File: src/rtl/mem_port_arbiter.sv
// mem_port_arbiter
// Shares one single-ported memory between the instruction-fetch (I) and
// load/store (D) requesters. One requester is granted at a time. Its
// request is registered onto mem_* and held until mem_resp. The response
// and read data are then routed back to that requester. After every
// transaction the arbiter spends one IDLE cycle before the next grant.
//
// Ports
//   clk, rst_n                    clock, asynchronous active-low reset
//   i_addr/i_rmask/i_wmask/i_wdata  I-side request (pending = any mask bit)
//   i_rdata/i_resp                I-side read data and completion pulse
//   d_*                           same set for the D requester
//   mem_addr/mem_rmask/mem_wmask/mem_wdata  registered memory request
//   mem_rdata/mem_resp            memory read data and completion pulse
//   busy                          serving either requester
//   grant_d                       serving the D requester
//
// Configuration
//   MEM_ARB_RR_EN  defined  : ties go to the side not granted last
//                  undefined: D wins ties, but I is forced after
//                             STARVE_LIMIT consecutive D grants while I waits
module mem_port_arbiter #(
  parameter int unsigned ADDR_W       = 32,
  parameter int unsigned DATA_W       = 32,
  parameter int unsigned STARVE_LIMIT = 4
) (
  input  logic                clk,
  input  logic                rst_n,
  input  logic [ADDR_W-1:0]   i_addr,
  input  logic [DATA_W/8-1:0] i_rmask,
  input  logic [DATA_W/8-1:0] i_wmask,
  input  logic [DATA_W-1:0]   i_wdata,
  output logic [DATA_W-1:0]   i_rdata,
  output logic                i_resp,
  input  logic [ADDR_W-1:0]   d_addr,
  input  logic [DATA_W/8-1:0] d_rmask,
  input  logic [DATA_W/8-1:0] d_wmask,
  input  logic [DATA_W-1:0]   d_wdata,
  output logic [DATA_W-1:0]   d_rdata,
  output logic                d_resp,
  output logic [ADDR_W-1:0]   mem_addr,
  output logic [DATA_W/8-1:0] mem_rmask,
  output logic [DATA_W/8-1:0] mem_wmask,
  output logic [DATA_W-1:0]   mem_wdata,
  input  logic [DATA_W-1:0]   mem_rdata,
  input  logic                mem_resp,
  output logic                busy,
  output logic                grant_d
);

  typedef enum logic [1:0] {
    IDLE    = 2'd0,
    SERVE_I = 2'd1,
    SERVE_D = 2'd2
  } state_t;

  state_t state, state_nxt;
  logic   i_pend, d_pend, pick_i, grant_now;

  assign i_pend    = (|i_rmask) | (|i_wmask);
  assign d_pend    = (|d_rmask) | (|d_wmask);
  assign grant_now = (state == IDLE) && (i_pend || d_pend);

`ifdef MEM_ARB_RR_EN
  // 1 = D was granted last, 0 = I was granted last.
  logic rr_last_d;

  assign pick_i = i_pend && (!d_pend || rr_last_d);

  always_ff @(posedge clk or negedge rst_n) begin
    if (!rst_n) begin
      rr_last_d <= 1'b0;
    end else if (grant_now) begin
      rr_last_d <= !pick_i;
    end
  end
`else
  localparam int unsigned CNT_W = $clog2(STARVE_LIMIT + 1);
  logic [CNT_W-1:0] starve_cnt;

  assign pick_i = i_pend && (!d_pend || (starve_cnt == CNT_W'(STARVE_LIMIT)));

  // Counts D grants made back-to-back while I waits; saturates at the limit.
  always_ff @(posedge clk or negedge rst_n) begin
    if (!rst_n) begin
      starve_cnt <= '0;
    end else if (grant_now) begin
      if (pick_i || !i_pend) begin
        starve_cnt <= '0;
      end else if (starve_cnt != CNT_W'(STARVE_LIMIT)) begin
        starve_cnt <= starve_cnt + CNT_W'(1);
      end
    end
  end
`endif

  always_ff @(posedge clk or negedge rst_n) begin
    if (!rst_n) begin
      state <= IDLE;
    end else begin
      state <= state_nxt;
    end
  end

  always_comb begin
    state_nxt = state;
    unique case (state)
      IDLE:    if (i_pend || d_pend) state_nxt = pick_i ? SERVE_I : SERVE_D;
      SERVE_I,
      SERVE_D: if (mem_resp) state_nxt = IDLE;
      default: state_nxt = IDLE;
    endcase
  end

  // Request capture; masks drop together with the return to IDLE so memory
  // sees no request during the bubble cycle.
  always_ff @(posedge clk or negedge rst_n) begin
    if (!rst_n) begin
      mem_addr  <= '0;
      mem_rmask <= '0;
      mem_wmask <= '0;
      mem_wdata <= '0;
    end else if (grant_now) begin
      mem_addr  <= pick_i ? i_addr  : d_addr;
      mem_rmask <= pick_i ? i_rmask : d_rmask;
      mem_wmask <= pick_i ? i_wmask : d_wmask;
      mem_wdata <= pick_i ? i_wdata : d_wdata;
    end else if ((state != IDLE) && mem_resp) begin
      mem_rmask <= '0;
      mem_wmask <= '0;
    end
  end

  always_comb begin
    i_resp  = (state == SERVE_I) && mem_resp;
    d_resp  = (state == SERVE_D) && mem_resp;
    i_rdata = i_resp ? mem_rdata : '0;
    d_rdata = d_resp ? mem_rdata : '0;
    busy    = (state != IDLE);
    grant_d = (state == SERVE_D);
  end

endmodule

File: config.mk
export PLATFORM = sky130hd
export DESIGN_NAME = mem_port_arbiter
export DESIGN_NICKNAME = d
export VERILOG_FILES = /design/src/rtl/mem_port_arbiter.sv
export SDC_FILE = /design/constraint.sdc
export NUM_CORES = 1
export LEC_CHECK = 0
export ABC_AREA = 1
export CAP_MARGIN = 20
export CORE_MARGIN = 3
export CORE_UTILIZATION = 25
export DETAILED_ROUTE_END_ITERATION = 12
export PLACE_DENSITY = 0.54
export SYNTH_ARGS = -nofsm -noshare
export SYNTH_HDL_FRONTEND = slang
export SYNTH_SLANG_ARGS = --single-unit
File: constraint.sdc
create_clock -name clk -period 1.6 [get_ports clk]
set_clock_uncertainty 0.05 [all_clocks]
set_input_delay 0.24 -clock clk [delete_from_list [all_inputs] [get_ports clk]]
set_output_delay 0.24 -clock clk [all_outputs]
set_load 0.005 [all_outputs]
# Yosys cells after proc, flatten, opt, wreduce, memory -nomap -nowiden
# Index checks and enable logic that the tools add are counted.
[totals]
ramBits = 0
register_bits = 77
inputBits = 179
wordCells = 51
latch_bits = 0
mem_count = 0
rom_bits = 0
[classes]
n_lt_le_gt_ge = 0
n_shift = 0
n_addsub = 1
eq_ne = 6
mul = 0
div = 0
muxes = 15
reduce_logical = 21
bitwise = 2
[op_table]
columns = ["cell", "count"]
rows = [
  ["two-way mux 32 bit", 4],
  ["two-way mux 4 bit", 5],
  ["OR reduction 4 bit", 4],
  ["two-way mux 2 bit", 3],
  ["two-way mux 3 bit", 2],
  ["nonzero test 2 bit", 3],
  ["logical AND 1 bit", 5],
  ["one-hot mux 2 bit (2 select lines)", 1],
  ["AND reduction 2 bit", 2],
  ["adder 3 x 1 -> 3 bit (second input constant)", 1],
  ["equality test 3 bit (second input constant)", 1],
  ["logical OR 1 bit", 3],
  ["inequality test 3 bit (second input constant)", 1],
  ["equality test 2 x 1 -> 1 bit (second input constant)", 1],
  ["equality test 2 bit (second input constant)", 1],
  ["zero test 1 bit", 2],
  ["zero test 2 bit", 1],
  ["inequality test 2 x 1 -> 1 bit (second input constant)", 1],
  ["inequality test 2 bit (second input constant)", 1],
  ["bitwise OR 1 bit", 2],
  ["OR reduction 2 bit", 1],
]

# Longest topological paths before layout
[logic_depth]
word_depth = 8
ltp_mapped = 10
mapped_depth_nobuf = 8

# Least setup slack after synthesis
# Ideal clock, no wire load.
[synth_timing]
path_kind = "register to output"
from = "register state[0]"
to = "output port d_resp"
t_arrival_ns = 1.117
n_path_buf = 1
stages_incl_launch_ff = 6
slack_ns = 0.193
path_cell_list = "dfrtp_1 -> inv_1 -> ha_1 -> nand2_1 -> clkbuf_1 -> inv_1"
[synth_via]
elab_chain_cells = 2
[synth_lines]
columns = ["element", "line_no", "text"]
rows = [
  ["start, declared", "57", "state_t state, state_nxt;"],
  ["start signal, assigned", "101", "state <= state_nxt;"],
  ["equality test 2 bit", "n/a", ""],
  ["via grant_d", "48", "output logic grant_d"],
  ["logical AND 1 bit", "136", "d_resp = (state == SERVE_D) && mem_resp;"],
  ["end, declared", "40", "output logic d_resp,"],
]
# The timed path passes the listed nets, and every way through them passes these cells.

# Final worst setup path
[layout_timing]
from = "register state[0]"
to = "output port d_rdata[13]"
[layout_via]
elab_chain_cells = 3
[layout_lines]
columns = ["element", "line_no", "text"]
rows = [
  ["equality test 2 bit", "136", ""],
  ["logical AND 1 bit", "136", ""],
  ["two-way mux 32 bit", "138", "d_rdata = d_resp ? mem_rdata : '0;"],
  ["end, declared", "39", "output logic [DATA_W-1:0] d_rdata,"],
]
# Every way passes these cells.

==> flow_metrics.env <==
export IMPL_cts_max_level=3
export IMPL_synth_cell_types=18
export IMPL_antenna_found_initial=0
export IMPL_ant_nets=0
export IMPL_syn_cell_area_um2=5190
export IMPL_n_antenna_cell=0
export IMPL_synth_warnings=0
export IMPL_setup_ws_ns=-0.373
export IMPL_wl_um=25100
export IMPL_hold_viol_final=0
export IMPL_drv_cap=0
export IMPL_rsz0062_at_grt="true"
export IMPL_ys_async_sr_fraction_pct=100
export IMPL_avgSynthCellArea_um2=6.65
export IMPL_dp_hpwl_um=14100
export IMPL_drive_gt1_share_pct=31.0
export IMPL_num_fill_cells=1927
export IMPL_cts_buffers=9
export IMPL_ys_seq_area_share_pct=37.1
export IMPL_synth_edff_count=0
export IMPL_cpMostUsedCell="buf_12"
export IMPL_cpPeakStageDelay_ns=0.40
export IMPL_dpl_instance_area_um2=8870
export IMPL_area_delta_synth_final_pct=105
export IMPL_grt_max_degree=78
export IMPL_relSlewSlack_pct=68.8
export IMPL_leakage_nw=5.64
export IMPL_die_h_um=150
export IMPL_grt_pass1_wl_um=30000
export IMPL_wl_per_cell_um=17.4
export IMPL_synth_top_area_share_pct=37.1
export IMPL_slowest_stage="dfrtp_1"
export IMPL_status="complete, but fails checks"
export IMPL_portBuffers=318
export IMPL_die_w_um=150
export IMPL_viasPerCell=4.37
export IMPL_worstPathArrival_ns=1.68
export IMPL_startpoint_type="flop"
export IMPL_preCtsSetupSlack_ns=-0.383
export IMPL_violations="setup timing"
export IMPL_pwr_share_clk_pct=12.1
export IMPL_nNetsFinal=1347
export IMPL_crit_path_end_kind="output port"
export IMPL_grt_pass1_vias=5680
export IMPL_crit_family="buffers and inverters"
export IMPL_initial_utilization_pct=25.6
export IMPL_min_path_type="input pin to flop"
export IMPL_clk_pin_slew_ns=0.07
export IMPL_fmax_mhz=507
export IMPL_synthCells=781
export IMPL_tightest_slew_ns=0.468
export IMPL_vias=6283
export IMPL_yosys_area_top_type="dfrtp_1"
export IMPL_switching_share_pct=39.9
export IMPL_syn_num_nets=965
export IMPL_required_ns=1.31
export IMPL_combPwrFrac_pct=66.9
export IMPL_critical_path_class="flop to output port"
export IMPL_first_pass_iters=4
export IMPL_clk_insertion_delay_late_ns=0.34
export IMPL_ys_ff_latch=77
export IMPL_slew_violations=0
export IMPL_seqPwrFrac_pct=21.0
export IMPL_synth_area_leaders="dfrtp_1, nand2_1, inv_1"
export IMPL_finalCriticalPeriod_ns=1.97
export IMPL_clk_path_buf_depth=2
export IMPL_grt_usage_pct=17.0
export IMPL_gp_congestion=0.791
export IMPL_ios=319
export IMPL_tns_ns=-18.01
export IMPL_num_rows=52
export IMPL_p_int_mw=10.4
export IMPL_crit_chain="buf_6, inv_4, ha_4, nand2_8, buf_12, buf_12, nor2_2, buf_2"
export IMPL_finalInstanceArea_um2=10700
export IMPL_ir_worst_vdd_mv=0.623
export IMPL_cts_root_buf="clkbuf_16"
export IMPL_netlist_top_cells_count="nand2_1, inv_1, nand3_1"
export IMPL_yosysMostFrequentCell="nand2_1"
export IMPL_setup_viol=70
export IMPL_crit_fanout=8
export IMPL_critPathBufInv=5
export IMPL_p_per_area_nw_per_um2=1620
export IMPL_power_switching_mw=6.87
export IMPL_drcViolationCount=0
export IMPL_tritoncts="built"
export IMPL_core_area_um2=20300
export IMPL_ys_flop_type="dfrtp_1"
export IMPL_grt_overflow=0
export IMPL_post_route_period_util_pct=123
export IMPL_die_area_um2=22500
export IMPL_clkSinkCount=77
export IMPL_drt_iter0_drc=244
## per-layer routing
metal | share of wire (%) | wire length, µm | global-route usage [%] | vias to the layer above
met3 | 8.0 | 2000 | 4.18 | 29
met4 | 1.7 | 421 | 5.22 | 0
li1 | - | - | - | 3070
met2 | 52 | 13100 | 32.6 | 245
met1 | 38 | 9500 | 18.1 | 2939
met5 | 0 | 0 | 0 | -
## final cells by class
class / count / area (µm²) / share of cell area [%]
clock buffer: 11 / 233 / 2.18
timing repair inverter: 1 / 11.3 / 0.106
tap: 270 / 338 / 3.17
sequential: 77 / 1930 / 18.1
multi-input combinational: 471 / 2910 / 27.3
inverter: 188 / 737 / 6.92
timing repair buffer: 415 / 4440 / 41.7
clock inverter: 5 / 58.8 / 0.552
## through the flow
step	power [mW]	util, %	cells	hold WS [ns]
floorplan	7.10	-	781	-0.106
global placement	11.2	43.7	1361	0.261
detailed placement	11.3	43.7	1361	0.253
CTS	14.0	46.0	1402	0.421
global route	18.3	52.5	1438	0.269
finish	17.2	52.5	1438	0.227
## flip-flops by register name, indices dropped and copies added (netlist names)
register and count:
mem_addr 32, mem_rmask 4, mem_wdata 32, mem_wmask 4, starve_cnt 3, state 2
## worst min-delay path, stage by stage
cell	delay, ns
dlymetal6s2s_1	0.12
inv_1	0.05
nand2_1	0.06
nand3_1	0.06
nand2_1	0.05
## final timing paths
path	from	end	slack [ns]	cells past startpoint
worst max-delay path	state[0]	d_rdata[13]	-0.37	8
worst min-delay path	d_rmask[1]	mem_rmask[1]	0.23	5
min in group asynchronous	rst_n	mem_addr[23]	0.39	3
max in group asynchronous	rst_n	mem_wmask[2]	0.70	3
worst min register to register	mem_addr[7]	mem_addr[7]	0.42	2
worst max register to register	state[0]	mem_addr[16]	0	9
## power groups by stage
stage | registers (mW) | clock network (mW) | logic, mW
CTS | 3.51 | 2.13 | 8.39
finish | 3.63 | 2.08 | 11.5
detailed placement | 3.51 | 0 | 7.76
global placement | 3.50 | 0 | 7.72
global route | 3.74 | 2.22 | 12.3
floorplan | 3.57 | 0 | 3.54
## cell usage in the layout (no fill, tap or decap), types with 2 or more instances in the layout
master             n
buf_12            15
buf_16             7
buf_2             61
buf_4             23
buf_6             31
buf_8              9
clkbuf_1           2
clkbuf_16         28
clkdlybuf4s50_1  244
clkinvlp_4         2
dfrtp_1           77
dlymetal6s2s_1     4
ha_4               4
inv_1            179
inv_2              6
inv_4              2
nand2_1          181
nand2_2           39
nand2_4            7
nand2_8            4
nand3_1           91
nand3_2           61
nand4_1            3
nor2_1            21
nor2_2            24
nor2_4            31
## what timing repair did
action	in CTS	in global routing
cloned	5	29
hold endpoints to repair	77	0
gates resized for setup	342	177
endpoints found under the setup margin	110	143
hold buffers	1	0
buffers inserted	19	7
pin swaps	8	26
## cells by family (layout without fill, tap and decap cells)
logic type	Yosys count	in the layout	synth area share [%]
xor gates and xnor gates	1	1	0.169
and+or+nand+nor	462	463	42.1
DFF	77	77	37.1
buffers and inverters	234	620	19.2
adders and majority gates	5	5	1.20
AOI/OAI and AO/OA	2	2	0.193
Power figures use the tool's default switching activity.
